## config.mk

```make
export PLATFORM = sky130hd
export DESIGN_NAME = load_store_unit_flat
export DESIGN_NICKNAME = d
export VERILOG_FILES = /design/src/rtl/load_store_unit_if.sv /design/src/rtl/load_store_unit.sv /design/src/flat_wrapper.sv
export SDC_FILE = /design/constraint.sdc
export NUM_CORES = 1
export LEC_CHECK = 0
export CORE_ASPECT_RATIO = 1.4
export CORE_MARGIN = 3
export CORE_UTILIZATION = 51
export DETAILED_ROUTE_END_ITERATION = 16
export PLACE_DENSITY_LB_ADDON = 0.12
export SYNTH_ARGS = -nofsm -noshare
export SYNTH_HDL_FRONTEND = slang
export SYNTH_SLANG_ARGS = --single-unit
```

## constraint.sdc

```tcl
create_clock -name clock -period 3.1 [get_ports clock]
set_input_delay 0.62 -clock clock [delete_from_list [all_inputs] [get_ports clock]]
set_output_delay 0.62 -clock clock [all_outputs]
set_load 0.02 [all_outputs]
```

## src/rtl/load_store_unit_if.sv

```systemverilog
// Interfaces that bundle the two buses of the load/store unit.
//
// load_store_unit_core_if: core-side request/response handshake.
//   master = core (drives req_*, receives req_ready, rsp_*, busy)
//   slave  = load_store_unit
//   req_valid/req_ready   request handshake
//   req_we, req_size      store flag, access size (byte/half/word/dword)
//   req_signed            sign-extend loads
//   req_addr, req_wdata   byte address, right-justified store data
//   rsp_valid             one-cycle response pulse
//   rsp_rdata, rsp_fault  extended load data, fault flag
//   busy                  transaction in progress (core stall)
//
// load_store_unit_mem_if: data-memory beat bus.
//   master = load_store_unit
//   slave  = memory
//   mem_addr              line-aligned address
//   mem_re, mem_we        read/write strobes, held until mem_ack
//   mem_be, mem_wdata     byte enables and lane-aligned store data
//   mem_rdata, mem_ack    read data and beat completion

interface load_store_unit_core_if #(
    parameter int DATA_W = 32,
    parameter int ADDR_W = 32
);
    logic              req_valid;
    logic              req_ready;
    logic              req_we;
    logic [1:0]        req_size;
    logic              req_signed;
    logic [ADDR_W-1:0] req_addr;
    logic [DATA_W-1:0] req_wdata;
    logic              rsp_valid;
    logic [DATA_W-1:0] rsp_rdata;
    logic              rsp_fault;
    logic              busy;

    modport master (
        output req_valid, req_we, req_size, req_signed, req_addr, req_wdata,
        input  req_ready, rsp_valid, rsp_rdata, rsp_fault, busy
    );

    modport slave (
        input  req_valid, req_we, req_size, req_signed, req_addr, req_wdata,
        output req_ready, rsp_valid, rsp_rdata, rsp_fault, busy
    );
endinterface

interface load_store_unit_mem_if #(
    parameter int DATA_W = 32,
    parameter int ADDR_W = 32
);
    logic [ADDR_W-1:0]   mem_addr;
    logic                mem_re;
    logic                mem_we;
    logic [DATA_W/8-1:0] mem_be;
    logic [DATA_W-1:0]   mem_wdata;
    logic [DATA_W-1:0]   mem_rdata;
    logic                mem_ack;

    modport master (
        output mem_addr, mem_re, mem_we, mem_be, mem_wdata,
        input  mem_rdata, mem_ack
    );

    modport slave (
        input  mem_addr, mem_re, mem_we, mem_be, mem_wdata,
        output mem_rdata, mem_ack
    );
endinterface

```

## src/rtl/load_store_unit.sv

```systemverilog
// Load/store unit between the core datapath and a DATA_W-wide little-endian
// data memory. Accepts one request per handshake, issues one or two mem beats
// with byte enables, and returns zero/sign-extended load data.
//
// Ports:
//   clock  rising-edge clock
//   reset  asynchronous active-low reset
//   core   load_store_unit_core_if.slave (request/response handshake, busy)
//   mem    load_store_unit_mem_if.master (mem_addr/re/we/be/wdata, rdata/ack)
//
// States:
//   state    | meaning
//   ---------+-------------------------------------------------------------
//   ST_IDLE  | ready for a request; decode, fault check, set up first beat
//   ST_BEAT0 | first (or only) beat strobed, waiting for mem_ack
//   ST_BEAT1 | second beat of a line-crossing access, waiting for mem_ack
//   ST_RESP  | rsp_valid pulse with registered rdata/fault

module load_store_unit #(
    parameter int DATA_W          = 32,
    parameter int ADDR_W          = 32,
    parameter bit ALLOW_UNALIGNED = 1'b0,
    parameter int TIMEOUT         = 0
) (
    input  logic                   clock,
    input  logic                   reset,
    load_store_unit_core_if.slave  core,
    load_store_unit_mem_if.master  mem
);

    localparam int NB    = DATA_W / 8;
    localparam int NB2   = 2 * NB;
    localparam int OFF_W = $clog2(NB);
    localparam int TMO_W = (TIMEOUT < 2) ? 1 : $clog2(TIMEOUT);
    // Down-counter reload: the beat times out when it reaches zero without ack,
    // giving exactly TIMEOUT strobe cycles.
    localparam logic [TMO_W-1:0] TMO_LOAD = TMO_W'((TIMEOUT > 0) ? TIMEOUT - 1 : 0);

    typedef enum logic [1:0] {
        ST_IDLE  = 2'd0,
        ST_BEAT0 = 2'd1,
        ST_BEAT1 = 2'd2,
        ST_RESP  = 2'd3
    } state_t;

    state_t            state_q,     state_d;
    logic              we_q,        we_d;
    logic [1:0]        size_q,      size_d;
    logic              signed_q,    signed_d;
    logic [OFF_W-1:0]  off_q,       off_d;
    logic              cross_q,     cross_d;
    logic [NB-1:0]     be_hi_q,     be_hi_d;
    logic [DATA_W-1:0] lo_q,        lo_d;
    logic [ADDR_W-1:0] mem_addr_q,  mem_addr_d;
    logic              mem_re_q,    mem_re_d;
    logic              mem_we_q,    mem_we_d;
    logic [NB-1:0]     mem_be_q,    mem_be_d;
    logic [DATA_W-1:0] mem_wdata_q, mem_wdata_d;
    logic [DATA_W-1:0] rsp_rdata_q, rsp_rdata_d;
    logic              rsp_fault_q, rsp_fault_d;
    logic [TMO_W-1:0]  tmo_cnt_q,   tmo_cnt_d;

    // Request decode
    logic [OFF_W-1:0]    req_off;
    logic [OFF_W-1:0]    size_lsb_mask;
    logic [NB2-1:0]      size_mask;
    logic [NB2-1:0]      lane_mask;
    logic                req_cross;
    logic                req_misaligned;
    logic                req_size_bad;
    logic                req_fault;
    logic [2*DATA_W-1:0] wdata_dup;
    logic [DATA_W-1:0]   wdata_rot;
    logic                tmo_expired;

    // Shift the assembled (one or two line) data down to the access offset,
    // then extend from the access size to DATA_W.
    function automatic logic [DATA_W-1:0] load_result(
        input logic [2*DATA_W-1:0] line,
        input logic [OFF_W-1:0]    off,
        input logic [1:0]          sz,
        input logic                sgn
    );
        logic [2*DATA_W-1:0] shifted;
        logic [DATA_W-1:0]   d;
        logic [DATA_W-1:0]   keep;
        logic                fill;
        shifted = line >> {off, 3'b000};
        d       = shifted[DATA_W-1:0];
        case (sz)
            2'd0:    begin keep = DATA_W'(8'hFF);         fill = sgn & d[7];  end
            2'd1:    begin keep = DATA_W'(16'hFFFF);      fill = sgn & d[15]; end
            2'd2:    begin keep = DATA_W'(32'hFFFF_FFFF); fill = sgn & d[31]; end
            default: begin keep = '1;                     fill = 1'b0;        end
        endcase
        return (d & keep) | (~keep & {DATA_W{fill}});
    endfunction

    always_comb begin
        req_off = core.req_addr[OFF_W-1:0];
        case (core.req_size)
            2'd0:    begin size_mask = NB2'(8'h01); size_lsb_mask = OFF_W'(0); end
            2'd1:    begin size_mask = NB2'(8'h03); size_lsb_mask = OFF_W'(1); end
            2'd2:    begin size_mask = NB2'(8'h0F); size_lsb_mask = OFF_W'(3); end
            default: begin size_mask = NB2'(8'hFF); size_lsb_mask = OFF_W'(7); end
        endcase
        // Lanes over two consecutive lines; any bit in the upper half means
        // the access spills into the next line.
        lane_mask      = size_mask << req_off;
        req_cross      = |lane_mask[NB2-1:NB];
        req_misaligned = |(req_off & size_lsb_mask);
        req_size_bad   = (core.req_size == 2'd3) && (DATA_W == 32);
        req_fault      = req_size_bad || (req_misaligned && !ALLOW_UNALIGNED);
        // Rotate left by offset bytes; the same word serves both beats because
        // the wrapped bytes land on the low lanes of the second line.
        wdata_dup      = {core.req_wdata, core.req_wdata} << {req_off, 3'b000};
        wdata_rot      = wdata_dup[2*DATA_W-1:DATA_W];
    end

    assign tmo_expired = (TIMEOUT != 0) && (tmo_cnt_q == '0);

    always_comb begin
        state_d     = state_q;
        we_d        = we_q;
        size_d      = size_q;
        signed_d    = signed_q;
        off_d       = off_q;
        cross_d     = cross_q;
        be_hi_d     = be_hi_q;
        lo_d        = lo_q;
        mem_addr_d  = mem_addr_q;
        mem_re_d    = mem_re_q;
        mem_we_d    = mem_we_q;
        mem_be_d    = mem_be_q;
        mem_wdata_d = mem_wdata_q;
        rsp_rdata_d = rsp_rdata_q;
        rsp_fault_d = rsp_fault_q;
        tmo_cnt_d   = tmo_cnt_q;

        case (state_q)
            ST_IDLE: begin
                if (core.req_valid) begin
                    we_d        = core.req_we;
                    size_d      = core.req_size;
                    signed_d    = core.req_signed;
                    off_d       = req_off;
                    cross_d     = req_cross;
                    be_hi_d     = core.req_we ? lane_mask[NB2-1:NB] : '1;
                    rsp_rdata_d = '0;
                    if (req_fault) begin
                        state_d     = ST_RESP;
                        rsp_fault_d = 1'b1;
                    end else begin
                        state_d     = ST_BEAT0;
                        rsp_fault_d = 1'b0;
                        mem_addr_d  = {core.req_addr[ADDR_W-1:OFF_W], {OFF_W{1'b0}}};
                        mem_re_d    = ~core.req_we;
                        mem_we_d    = core.req_we;
                        // Loads fetch the whole line; stores enable only written bytes.
                        mem_be_d    = core.req_we ? lane_mask[NB-1:0] : '1;
                        mem_wdata_d = wdata_rot;
                        tmo_cnt_d   = TMO_LOAD;
                    end
                end
            end

            ST_BEAT0: begin
                if (mem.mem_ack) begin
                    if (cross_q) begin
                        state_d    = ST_BEAT1;
                        mem_addr_d = mem_addr_q + ADDR_W'(NB);
                        mem_be_d   = be_hi_q;
                        lo_d       = mem.mem_rdata;
                        tmo_cnt_d  = TMO_LOAD;
                    end else begin
                        state_d     = ST_RESP;
                        mem_re_d    = 1'b0;
                        mem_we_d    = 1'b0;
                        mem_be_d    = '0;
                        rsp_rdata_d = we_q ? '0 :
                            load_result({{DATA_W{1'b0}}, mem.mem_rdata}, off_q, size_q, signed_q);
                    end
                end else if (tmo_expired) begin
                    state_d     = ST_RESP;
                    mem_re_d    = 1'b0;
                    mem_we_d    = 1'b0;
                    mem_be_d    = '0;
                    rsp_fault_d = 1'b1;
                    rsp_rdata_d = '0;
                end else if (TIMEOUT != 0) begin
                    tmo_cnt_d = tmo_cnt_q - 1'b1;
                end
            end

            ST_BEAT1: begin
                if (mem.mem_ack) begin
                    state_d     = ST_RESP;
                    mem_re_d    = 1'b0;
                    mem_we_d    = 1'b0;
                    mem_be_d    = '0;
                    rsp_rdata_d = we_q ? '0 :
                        load_result({mem.mem_rdata, lo_q}, off_q, size_q, signed_q);
                end else if (tmo_expired) begin
                    state_d     = ST_RESP;
                    mem_re_d    = 1'b0;
                    mem_we_d    = 1'b0;
                    mem_be_d    = '0;
                    rsp_fault_d = 1'b1;
                    rsp_rdata_d = '0;
                end else if (TIMEOUT != 0) begin
                    tmo_cnt_d = tmo_cnt_q - 1'b1;
                end
            end

            ST_RESP: begin
                // Response fields are cleared so they read zero outside the pulse.
                state_d     = ST_IDLE;
                rsp_rdata_d = '0;
                rsp_fault_d = 1'b0;
            end

            default: begin
                state_d = ST_IDLE;
            end
        endcase
    end

    always_ff @(posedge clock or negedge reset) begin
        if (!reset) begin
            state_q     <= ST_IDLE;
            we_q        <= 1'b0;
            size_q      <= 2'd0;
            signed_q    <= 1'b0;
            off_q       <= '0;
            cross_q     <= 1'b0;
            be_hi_q     <= '0;
            lo_q        <= '0;
            mem_addr_q  <= '0;
            mem_re_q    <= 1'b0;
            mem_we_q    <= 1'b0;
            mem_be_q    <= '0;
            mem_wdata_q <= '0;
            rsp_rdata_q <= '0;
            rsp_fault_q <= 1'b0;
            tmo_cnt_q   <= '0;
        end else begin
            state_q     <= state_d;
            we_q        <= we_d;
            size_q      <= size_d;
            signed_q    <= signed_d;
            off_q       <= off_d;
            cross_q     <= cross_d;
            be_hi_q     <= be_hi_d;
            lo_q        <= lo_d;
            mem_addr_q  <= mem_addr_d;
            mem_re_q    <= mem_re_d;
            mem_we_q    <= mem_we_d;
            mem_be_q    <= mem_be_d;
            mem_wdata_q <= mem_wdata_d;
            rsp_rdata_q <= rsp_rdata_d;
            rsp_fault_q <= rsp_fault_d;
            tmo_cnt_q   <= tmo_cnt_d;
        end
    end

    assign core.req_ready = (state_q == ST_IDLE);
    assign core.busy      = (state_q != ST_IDLE);
    assign core.rsp_valid = (state_q == ST_RESP);
    assign core.rsp_rdata = rsp_rdata_q;
    assign core.rsp_fault = rsp_fault_q;

    assign mem.mem_addr   = mem_addr_q;
    assign mem.mem_re     = mem_re_q;
    assign mem.mem_we     = mem_we_q;
    assign mem.mem_be     = mem_be_q;
    assign mem.mem_wdata  = mem_wdata_q;

endmodule

```

## src/flat_wrapper.sv

```systemverilog
// flat-port wrapper written by rule: the top's interface ports become plain ports
module load_store_unit_flat 
#(
    parameter int DATA_W          = 32,
    parameter int ADDR_W          = 32,
    parameter bit ALLOW_UNALIGNED = 1'b0,
    parameter int TIMEOUT         = 0
)
  (clock, reset, core_req_valid, core_req_we, core_req_size, core_req_signed, core_req_addr, core_req_wdata, core_req_ready, core_rsp_valid, core_rsp_rdata, core_rsp_fault, core_busy, mem_mem_addr, mem_mem_re, mem_mem_we, mem_mem_be, mem_mem_wdata, mem_mem_rdata, mem_mem_ack);
  load_store_unit_core_if #(.DATA_W(DATA_W), .ADDR_W(ADDR_W)) core_i ();
  load_store_unit_mem_if #(.DATA_W(DATA_W), .ADDR_W(ADDR_W)) mem_i ();
  input  logic clock;
  input  logic reset;
  input wire logic [$bits(core_i.req_valid)-1:0] core_req_valid;
  input wire logic [$bits(core_i.req_we)-1:0] core_req_we;
  input wire logic [$bits(core_i.req_size)-1:0] core_req_size;
  input wire logic [$bits(core_i.req_signed)-1:0] core_req_signed;
  input wire logic [$bits(core_i.req_addr)-1:0] core_req_addr;
  input wire logic [$bits(core_i.req_wdata)-1:0] core_req_wdata;
  output wire logic [$bits(core_i.req_ready)-1:0] core_req_ready;
  output wire logic [$bits(core_i.rsp_valid)-1:0] core_rsp_valid;
  output wire logic [$bits(core_i.rsp_rdata)-1:0] core_rsp_rdata;
  output wire logic [$bits(core_i.rsp_fault)-1:0] core_rsp_fault;
  output wire logic [$bits(core_i.busy)-1:0] core_busy;
  output wire logic [$bits(mem_i.mem_addr)-1:0] mem_mem_addr;
  output wire logic [$bits(mem_i.mem_re)-1:0] mem_mem_re;
  output wire logic [$bits(mem_i.mem_we)-1:0] mem_mem_we;
  output wire logic [$bits(mem_i.mem_be)-1:0] mem_mem_be;
  output wire logic [$bits(mem_i.mem_wdata)-1:0] mem_mem_wdata;
  input wire logic [$bits(mem_i.mem_rdata)-1:0] mem_mem_rdata;
  input wire logic [$bits(mem_i.mem_ack)-1:0] mem_mem_ack;
  assign core_i.req_valid = core_req_valid;
  assign core_i.req_we = core_req_we;
  assign core_i.req_size = core_req_size;
  assign core_i.req_signed = core_req_signed;
  assign core_i.req_addr = core_req_addr;
  assign core_i.req_wdata = core_req_wdata;
  assign core_req_ready = core_i.req_ready;
  assign core_rsp_valid = core_i.rsp_valid;
  assign core_rsp_rdata = core_i.rsp_rdata;
  assign core_rsp_fault = core_i.rsp_fault;
  assign core_busy = core_i.busy;
  assign mem_mem_addr = mem_i.mem_addr;
  assign mem_mem_re = mem_i.mem_re;
  assign mem_mem_we = mem_i.mem_we;
  assign mem_mem_be = mem_i.mem_be;
  assign mem_mem_wdata = mem_i.mem_wdata;
  assign mem_i.mem_rdata = mem_mem_rdata;
  assign mem_i.mem_ack = mem_mem_ack;
  load_store_unit #(.DATA_W(DATA_W), .ADDR_W(ADDR_W), .ALLOW_UNALIGNED(ALLOW_UNALIGNED), .TIMEOUT(TIMEOUT)) u_core (.clock(clock), .reset(reset), .core(core_i), .mem(mem_i));
endmodule
```

==> impl_metrics.env, run 1 <==
export IMPL_outcome="finished clean"
export IMPL_crit_path_frequent_cell="inv_1"
export IMPL_r2r_start="u_core.state_q[1]"
export IMPL_hold_class="input port to async pin"
export IMPL_path_max_fanout=10
export IMPL_synth_top_family_by_area="multiplexers"
export IMPL_grtUsageTotal_pct=27.9
export IMPL_path_buf_inv=4
export IMPL_min_period_ns=2.65
export IMPL_yosysUniqueCellTypes=71
export IMPL_ant_nets=0
export IMPL_path_clk_slew_ns=0.07
export IMPL_slew_headroom_pct=44.7
export IMPL_min_period_over_period_pct=85.6
export IMPL_antenna_found_initial=0
export IMPL_placed_area_sq_um=11400
export IMPL_yosys_warnings=0
export IMPL_ctsLongestPathBuffers=2
export IMPL_cts_repair_resized=0
export IMPL_rrSetupSlack_ns=0.48
export IMPL_ys_async_sr_fraction_pct=100
export IMPL_crit_path_end="core_busy"
export IMPL_slew_viol_final=0
export IMPL_rows=57
export IMPL_netlist_instances=833
export IMPL_firstDrtPassIters=5
export IMPL_clk_latency_ns=0.43
export IMPL_antenna_cells=0
export IMPL_drt_iter0_drc=643
export IMPL_drcViolationCount=0
export IMPL_start_util_pct=52.2
export IMPL_p_per_area_nw_per_um2=1070
export IMPL_ys_seq_elements=146
export IMPL_place_congestion=0.911
export IMPL_finalSetupViolCount=0
export IMPL_synth_area_sq_um=9090
export IMPL_dieHeight_um=164
export IMPL_clock_skew_ns=0.0118
export IMPL_num_io_pins=210
export IMPL_yosys_area_share_simple_pct=12.2
export IMPL_h_tree_depth=4
export IMPL_rsz0062_at_grt="false"
export IMPL_crit_chain="inv_1 > ha_1 > buf_4 > inv_1 > clkdlybuf4s50_1"
export IMPL_seq_area_frac_synth_pct=40.2
export IMPL_ir_drop_uv=741
export IMPL_post_cts_buffers=0
export IMPL_p_leak_uw=0.00481
export IMPL_num_nets_final=1137
export IMPL_cts_sinks=146
export IMPL_postLayoutCoreUtil_pct=69.1
export IMPL_synth_top_area_share_pct=40.2
export IMPL_hold_buffers=0
export IMPL_worst_pin_slew_ns=0.827
export IMPL_synth_edf_count=0
export IMPL_cts_buffers_inserted=17
export IMPL_cp_depth=5
export IMPL_max_freq_ghz=0.377
export IMPL_grt_pass1_wl_um=43100
export IMPL_drive_gt1_share_pct=20.8
export IMPL_n_fill_cell=1338
export IMPL_r2r_end="u_core.core.rsp_rdata[23]"
export IMPL_grt_overflow=0
export IMPL_finalInstanceArea_sq_um=12000
export IMPL_fp_dieW_um=119
export IMPL_setup_slack_ns=0.446
export IMPL_vias_per_cell=6.31
export IMPL_critPathMaxStageDelay_ns=0.64
export IMPL_synthAdderAreaFrac_pct=1.38
export IMPL_grt_pass1_vias=8130
export IMPL_routed_wl_um=26400
export IMPL_yosysTopAreaCell="dfrtp_1"
export IMPL_dp_slack_ns=0.174
export IMPL_critical_path_class="flop to primary output"
export IMPL_die_area_sq_um=19500
export IMPL_synth_compound_area_share_pct=17.3
export IMPL_whs_ns=0.169
export IMPL_max_cap_violations=0
export IMPL_core_sq_um=17400
export IMPL_finalSetupTns_ns=0
export IMPL_synthTopCellsByArea="dfrtp_1, mux4_2, mux2_2, mux2i_1, nand2_1"
export IMPL_critPathArrivalTime_ns=2.03
export IMPL_synth_flop_cell="dfrtp_1"
export IMPL_cts_tree="yes"
export IMPL_crit_family="buffers and inverters"
export IMPL_num_vias=8025
export IMPL_dpl_hpwl_um=18400
export IMPL_synth_avg_cell_area_sq_um=10.9
export IMPL_wl_per_cell_um=20.8
export IMPL_port_buffers=207
export IMPL_synth_xor_area_share_pct=0
export IMPL_worst_r2r_cell_count=7
export IMPL_slowest_stage="clkdlybuf4s50_1"
export IMPL_required_ns=2.48
export IMPL_synth_mux_area_share_pct=24.8
export IMPL_grt_start_max_net_pins=62
export IMPL_crit_path_end_kind="primary output"
export IMPL_cts_root_buffer="clkbuf_16"
export IMPL_syn_to_final_growth_pct=32.3
export IMPL_finalHoldViolCount=0
export IMPL_cp_start_kind="flop"
export IMPL_critPathLaunch="u_core.state_q[0]"
worst min path at each step:
stage,start,endpoint,slack [ns],cells past startpoint
after floorplan,reset,u_core.be_hi_q[0],0.32,0
after global placement,u_core.mem.mem_be[1],u_core.mem.mem_be[1],0.47,2
after detailed placement,u_core.mem.mem_be[0],u_core.mem.mem_be[0],0.48,2
after CTS,reset,u_core.lo_q[15],0.19,1
after global routing,reset,u_core.lo_q[15],0.21,1
final,reset,u_core.lo_q[31],0.17,1
where the power goes:
part	switching (uW)	leakage (uW)	total, uW	internal [uW]
clock network	915	0.000288	2120	1210
logic	3770	0.00271	7080	3300
registers	874	0.00181	3690	2820
total	5560	0.00481	12900	7330
Yosys cell counts (5+ instances only):
cell	instances
dfrtp_1	146
nand2_1	72
mux2_2	67
a21oi_1	48
mux4_2	48
o21ai_0	45
clkbuf_1	42
mux2i_1	40
nor2_1	34
nand4_1	26
nand3_1	22
o22ai_1	19
buf_2	15
o221ai_1	14
a32oi_1	11
inv_1	11
o211ai_2	11
ha_1	10
nor3_1	10
o211ai_1	10
a211oi_1	8
a32o_1	8
and3_1	8
buf_1	8
a22oi_1	6
and2_1	6
a21o_1	5
a31oi_1	5
state kept, by name (all words and copies together), names as in the netlist:
name	cells
u_core.be_hi_q	4
u_core.core.rsp_fault	1
u_core.core.rsp_rdata	32
u_core.cross_q	1
u_core.lo_q	32
u_core.mem.mem_addr	30
u_core.mem.mem_be	4
u_core.mem.mem_re	1
u_core.mem.mem_wdata	32
u_core.mem.mem_we	1
u_core.off_q	2
u_core.signed_q	1
u_core.size_q	2
u_core.state_q	2
u_core.we_q	1
layout by cell type (no fill, tap or decap), types with 17 or more instances in the layout:
cell type / netlist / final
o22ai_1: 19 / 19
mux2i_1: 40 / 40
mux2_2: 67 / 67
mux4_2: 48 / 48
buf_4: 3 / 32
clkbuf_16: 0 / 17
nor2_1: 34 / 34
o21ai_0: 45 / 44
nand4_1: 26 / 26
nand3_1: 22 / 22
nand2_1: 72 / 72
dfrtp_1: 146 / 144
clkdlybuf4s50_1: 0 / 204
a21oi_1: 48 / 48
cell type report:
| type | instances | area (sq um) | share of cell area [%] |
|---|---|---|---|
| multi-input cells | 604 | 5070 | 42.2 |
| flip-flops and latches | 146 | 3660 | 30.4 |
| repair buffers | 242 | 2360 | 19.6 |
| clock buffers | 17 | 425 | 3.54 |
| well taps | 236 | 295 | 2.45 |
| clock inverters | 15 | 170 | 1.41 |
| inverters | 12 | 45.0 | 0.374 |
metrics by stage:
step	total power (uW)	cells
after floorplan	8010	834
after global placement	10700	1240
after detailed placement	10700	1240
after CTS	12900	1272
after global routing	13700	1272
final	12900	1272
cell families after synthesis:
group	count (synthesis)
other cells	1
fa+ha+maj	10
mux	156
compound gates	223
flops	146
simple gates	213
buf+inv	84
layer usage:
layer,share of wire [%],vias up,global-route usage (%)
met4,3.1,0,11.2
met2,51,384,47.3
li1,-,3625,-
met3,8.8,59,8.92
met1,37,3957,32.9
met5,0,-,0
Power figures use the tool's default switching activity.
==> run 2, diff against run 1 <==
--- a/config.mk
+++ b/config.mk
@@ -9,7 +9,7 @@
 export CORE_MARGIN = 3
 export CORE_UTILIZATION = 51
 export DETAILED_ROUTE_END_ITERATION = 16
-export PLACE_DENSITY_LB_ADDON = 0.12
+export PLACE_DENSITY = 0.84
 export SYNTH_ARGS = -nofsm -noshare
 export SYNTH_HDL_FRONTEND = slang
 export SYNTH_SLANG_ARGS = --single-unit
==> constraint.sdc (replaced) <==
create_clock -name clock -period 3.1 [get_ports clock]
set_input_delay 0.465 -clock clock [delete_from_list [all_inputs] [get_ports clock]]
set_output_delay 0.465 -clock clock [all_outputs]
set_load 0.02 [all_outputs]
==> run 2 against run 1 <==
Routed wire length fell by 2.2%; via count rose by 0.52%; die area did not move; maximum frequency rose by 5.8%; critical path type is now flop to flop; flip-flop and latch count did not move; sequential share of layout area rose by 0.39 points; highest routed layer unchanged; worst setup slack improved by 0.15 ns; cell count fell by 0.71%; non-clock buffer count fell by 7.
==> impl_metrics.env, run 2 (same netlist as run 1, synthesis figures left out) <==
export IMPL_ctsLongestPathBuffers=2
export IMPL_layout_common_cells="clkdlybuf4s50_1, dfrtp_1, nand2_1, mux2_2"
export IMPL_vias_per_cell=6.39
export IMPL_critPathMaxStageDelay_ns=0.45
export IMPL_drcViolationCount=0
export IMPL_num_nets_final=1130
export IMPL_finalSetupViolCount=0
export IMPL_fp_dieW_um=119
export IMPL_dp_slack_ns=0.260
export IMPL_slew_viol_final=0
export IMPL_num_vias=8067
export IMPL_antenna_cells=0
export IMPL_drt_iter0_drc=821
export IMPL_cts_buffers_inserted=17
export IMPL_grt_start_max_net_pins=75
export IMPL_dieHeight_um=164
export IMPL_firstDrtPassIters=5
export IMPL_whs_ns=0.0514
export IMPL_worst_pin_slew_ns=0.901
export IMPL_antenna_found_initial=0
export IMPL_start_util_pct=52.2
export IMPL_routed_wl_um=25800
export IMPL_p_leak_uw=0.00473
export IMPL_dpl_hpwl_um=18700
export IMPL_min_period_ns=2.51
export IMPL_critPathArrivalTime_ns=2.85
export IMPL_max_freq_ghz=0.399
export IMPL_path_max_fanout=37
export IMPL_regArea_sq_um=3660
export IMPL_cp_start_kind="flop"
export IMPL_crit_family="simple AND/OR/NAND/NOR gates"
export IMPL_crit_path_end_kind="flop"
export IMPL_cts_sinks=146
export IMPL_finalHoldViolCount=0
export IMPL_rows=57
export IMPL_multi_input_area_sq_um=5070
export IMPL_n_fill_cell=1370
export IMPL_grt_pass1_wl_um=42200
export IMPL_ir_drop_uv=552
export IMPL_min_period_over_period_pct=80.9
export IMPL_hold_buffers=0
export IMPL_path_clk_slew_ns=0.06
export IMPL_clock_skew_ns=0.0106
export IMPL_h_tree_depth=4
export IMPL_p_per_area_nw_per_um2=1050
export IMPL_slowest_stage="or3_4"
export IMPL_cts_root_buffer="clkbuf_16"
export IMPL_crit_chain="inv_1 > ha_2 > and2_1 > or3_4 > buf_4 > nor3b_4 > o21ai_1 > buf_4 > o211ai_1"
export IMPL_drive_gt1_share_pct=20.0
export IMPL_grt_pass1_vias=7984
export IMPL_path_buf_inv=3
export IMPL_finalSetupTns_ns=0
export IMPL_max_cap_violations=0
export IMPL_die_area_sq_um=19500
export IMPL_layout_commonest_cell="clkdlybuf4s50_1"
export IMPL_critical_path_class="flop to flop"
export IMPL_rsz0062_at_grt="false"
export IMPL_clk_latency_ns=0.43
export IMPL_num_io_pins=210
export IMPL_crit_path_frequent_cell="buf_4"
export IMPL_cts_tree="yes"
export IMPL_critPathLaunch="u_core.state_q[1]"
export IMPL_hold_class="input port to async pin"
export IMPL_totalPowerFinal_uw=12500
export IMPL_cts_repair_resized=0
export IMPL_wl_per_cell_um=20.5
export IMPL_slew_headroom_pct=39.4
export IMPL_ant_nets=0
export IMPL_core_sq_um=17400
export IMPL_syn_to_final_growth_pct=30.7
export IMPL_r2r_start="u_core.state_q[1]"
export IMPL_setup_slack_ns=0.591
export IMPL_port_buffers=207
export IMPL_required_ns=3.44
export IMPL_post_cts_buffers=0
export IMPL_place_congestion=0.924
export IMPL_outcome="finished clean"
export IMPL_grt_overflow=0
export IMPL_grtUsageTotal_pct=27.0
## run 2: final timing paths
check,to,slack [ns],depth (start not counted)
max,u_core.core.rsp_rdata[17],0.59,9
min,u_core.mem.mem_wdata[10],0.05,1
max reg2reg,u_core.core.rsp_rdata[17],0.59,9
min reg2reg,u_core.mem.mem_be[2],0.48,1
max in group asynchronous,u_core.off_q[1],2.13,2
min in group clock,u_core.mem.mem_be[2],0.48,1
## run 2: layer usage
metal  vias to the layer above  track usage, %  share of wire (%)
met3                        70            5.92                7.3
met2                       435            45.8                 51
met4                         0            11.1                3.4
li1                       3605               -                  -
met1                      3957            33.7                 39
met5                         -               0                  0
## run 2: power breakdown
part           switching (uW)  total (uW)  internal, uW
Sequential                873        3690          2820
Combinational            3710        6940          3240
Clock                     794        1840          1050
## run 2: area by class of cell
type | instances | area share, %
multi-input cells | 604 | 42.7
flip-flops and latches | 146 | 30.8
repair buffers | 235 | 19.2
clock buffers | 20 | 3.85
well taps | 236 | 2.49
clock inverters | 10 | 0.537
inverters | 12 | 0.379
## run 2: per-stage QoR
stage               instance area (sq um)  std cells  util [%]
floorplan                            9090        834         -
global placement                    11400       1233      65.3
detailed placement                  11400       1233      65.3
CTS                                 11900       1263      68.2
global route                        11900       1263      68.2
finish                              11900       1263      68.2
## run 2: worst reg2reg max path: stages, from the launching register on
cell and delay [ns]:
dfrtp_1 0.38, inv_1 0.09, ha_2 0.22, and2_1 0.24, or3_4 0.45, buf_4 0.27, nor3b_4 0.25, o21ai_1 0.10
buf_4 0.23, o211ai_1 0.19
==> run 3, diff against run 2 <==
--- a/config.mk
+++ b/config.mk
@@ -7,9 +7,9 @@
 export LEC_CHECK = 0
 export CORE_ASPECT_RATIO = 1.4
 export CORE_MARGIN = 3
-export CORE_UTILIZATION = 51
+export CORE_UTILIZATION = 46
 export DETAILED_ROUTE_END_ITERATION = 16
-export PLACE_DENSITY = 0.84
+export PLACE_DENSITY = 0.8
 export SYNTH_ARGS = -nofsm -noshare
 export SYNTH_HDL_FRONTEND = slang
 export SYNTH_SLANG_ARGS = --single-unit
==> constraint.sdc (replaced) <==
create_clock -name clock -period 2.1 [get_ports clock]
set_input_delay 0.315 -clock clock [delete_from_list [all_inputs] [get_ports clock]]
set_output_delay 0.315 -clock clock [all_outputs]
set_load 0.02 [all_outputs]
==> run 3 against run 2 <==
First-iteration DRC count shrank 37%; non-clock buffer count increased by 72; combinational power grew 67%; worst setup slack got worse by 0.69 ns; via count grew 4.0%; flip-flop and latch count stayed put; die area up 10%; global-route usage shrank 1.2 points; core utilization down 2.3 points; the run now ends with negative setup slack left; sequential share of layout area decreased by 2.0 points; critical path depth decreased by 1; register-to-register slack got worse by 0.69 ns.
==> impl_metrics.env, run 3 (same netlist as run 1, synthesis figures left out) <==
export IMPL_outcome="finished with violations"
export IMPL_violations="negative setup slack"
export IMPL_ant_nets=0
export IMPL_rows=60
export IMPL_h_tree_depth=4
export IMPL_path_max_fanout=16
export IMPL_min_period_over_period_pct=105
export IMPL_rsz0062_at_grt="true"
export IMPL_p_sw_uw=8420
export IMPL_dp_slack_ns=-0.312
export IMPL_port_buffers=207
export IMPL_clk_latency_ns=0.42
export IMPL_cts_sinks=146
export IMPL_ctsLongestPathBuffers=2
export IMPL_crit_path_end_kind="flop"
export IMPL_num_io_pins=210
export IMPL_drive_gt1_share_pct=27.0
export IMPL_drt_iter0_drc=520
export IMPL_clock_skew_ns=0.0126
export IMPL_finalInstanceArea_sq_um=12700
export IMPL_wl_per_cell_um=20.9
export IMPL_finalSetupViolCount=24
export IMPL_r2r_end="u_core.core.rsp_rdata[17]"
export IMPL_layout_common_cells="clkdlybuf4s50_1, dfrtp_1, buf_4, nand2_1, mux2_2"
export IMPL_critical_path_class="flop to flop"
export IMPL_required_ns=2.42
export IMPL_antenna_found_initial=0
export IMPL_layout_commonest_cell="clkdlybuf4s50_1"
export IMPL_crit_chain="inv_2 > ha_2 > o21ba_4 > or3_4 > nor4b_4 > o2111ai_4 > buf_12 > o211ai_1"
export IMPL_internal_power_uw=11500
export IMPL_place_congestion=0.919
export IMPL_slowest_stage="or3_4"
export IMPL_placed_area_sq_um=12000
export IMPL_cts_root_buffer="clkbuf_16"
export IMPL_postLayoutCoreUtil_pct=65.9
export IMPL_grt_start_max_net_pins=55
export IMPL_cts_buffers_inserted=17
export IMPL_num_nets_final=1202
export IMPL_syn_to_final_growth_pct=39.9
export IMPL_critPathArrivalTime_ns=2.52
export IMPL_routed_wl_um=28200
export IMPL_num_vias=8390
export IMPL_p_per_area_nw_per_um2=1570
export IMPL_finalHoldViolCount=0
export IMPL_cp_start_kind="flop"
export IMPL_antenna_cells=0
export IMPL_fin_cells=1349
export IMPL_start_util_pct=47.1
export IMPL_p_comb_share_pct=58.0
export IMPL_dpl_cell_count=1309
export IMPL_seqPwrFrac_pct=26.8
export IMPL_slew_viol_final=0
export IMPL_grt_pass1_wl_um=44500
export IMPL_drcViolationCount=0
export IMPL_r2r_start="u_core.state_q[0]"
export IMPL_firstDrtPassIters=5
export IMPL_dieHeight_um=172
export IMPL_min_period_ns=2.20
export IMPL_fp_dieW_um=125
export IMPL_max_freq_ghz=0.456
export IMPL_setup_slack_ns=-0.0953
export IMPL_critPathLaunch="u_core.state_q[0]"
export IMPL_p_leak_uw=0.00516
export IMPL_ir_drop_uv=714
export IMPL_grt_pass1_vias=8453
export IMPL_path_clk_slew_ns=0.06
export IMPL_core_sq_um=19300
export IMPL_critPathMaxStageDelay_ns=0.43
export IMPL_multi_input_area_sq_um=5170
export IMPL_dpl_hpwl_um=20400
export IMPL_rrSetupSlack_ns=-0.1
export IMPL_max_cap_violations=0
export IMPL_cts_tree="yes"
export IMPL_die_area_sq_um=21500
export IMPL_regArea_sq_um=3660
export IMPL_clock_power_share_pct=15.2
export IMPL_grtUsageTotal_pct=25.8
export IMPL_n_fill_cell=1494
export IMPL_grt_overflow=0
export IMPL_vias_per_cell=6.22
export IMPL_finalSetupTns_ns=-1.30
export IMPL_worst_r2r_cell_count=8
export IMPL_switching_share_pct=42.2
export IMPL_hold_class="input port to async pin"
[run 3: changes by cell type in the layout (fill, tap and decap cells not counted), moves of 3 or more]
cell / change
inv_6: +6
inv_1: -3
clkdlybuf4s50_1: -3
buf_4: +56
buf_6: +7
buf_12: +8
[run 3: how the worst max path moves through the flow]
| stage | endpoint | slack (ns) | cells after the start |
|---|---|---|---|
| 5_1_grt | u_core.core.rsp_rdata[14] | -0.20 | 8 |
| 2_1_floorplan | u_core.core.rsp_rdata[19] | -0.22 | 10 |
| 3_5_place_dp | u_core.mem.mem_we | -0.31 | 6 |
| 3_3_place_gp | u_core.mem.mem_we | -0.29 | 6 |
| 4_1_cts | u_core.core.rsp_rdata[17] | -0.11 | 8 |
| 6_report | u_core.core.rsp_rdata[17] | -0.1 | 8 |
[run 3: critical path, delay by kind of cell (launching register included)]
kind            cells  cell delay, ns
fa+ha+maj           1            0.19
buf+inv             2            0.25
flops               1            0.40
simple gates        2            0.76
compound gates      3            0.50
[run 3: final cells by class]
| class | instances | area share, % |
|---|---|---|
| Multi-Input combinational cell | 604 | 40.6 |
| Inverter | 12 | 0.384 |
| Timing Repair Buffer | 307 | 23.2 |
| Clock buffer | 18 | 3.37 |
| Tap cell | 248 | 2.44 |
| Sequential cell | 146 | 28.8 |
| Clock inverter | 14 | 1.18 |
[run 3: per-stage QoR]
step,hold slack [ns],power [uW]
global placement,0.212,16300
floorplan,0.0194,11900
CTS,0.348,19800
detailed placement,0.216,16600
finish,0.346,20000
global route,0.357,21100
[run 3: metal layers]
metal | vias up | part of all wire [%] | wire length (um) | track usage, %
li1 | 3748 | - | - | -
met1 | 4196 | 39 | 11000 | 31.7
met2 | 368 | 52 | 14600 | 44.9
met3 | 78 | 5.5 | 1540 | 4.33
met4 | 0 | 3.9 | 1100 | 11.7
met5 | - | 0 | 0 | 0
[run 3: power by group through the flow]
stage | clock (uW) | combinational (uW) | sequential, uW
finish | 3030 | 11600 | 5360
global route | 3190 | 12400 | 5520
CTS | 3070 | 11400 | 5320
detailed placement | 0 | 11200 | 5360
global placement | 0 | 11000 | 5300
floorplan | 0 | 5780 | 6140
[run 3: what timing repair did]
action	CTS	global route
gates resized for setup	11	17
pin swaps	4	4
hold buffers	1	0
setup buffers	3	4
hold endpoints to repair	26	0
endpoints found under the setup margin	28	56
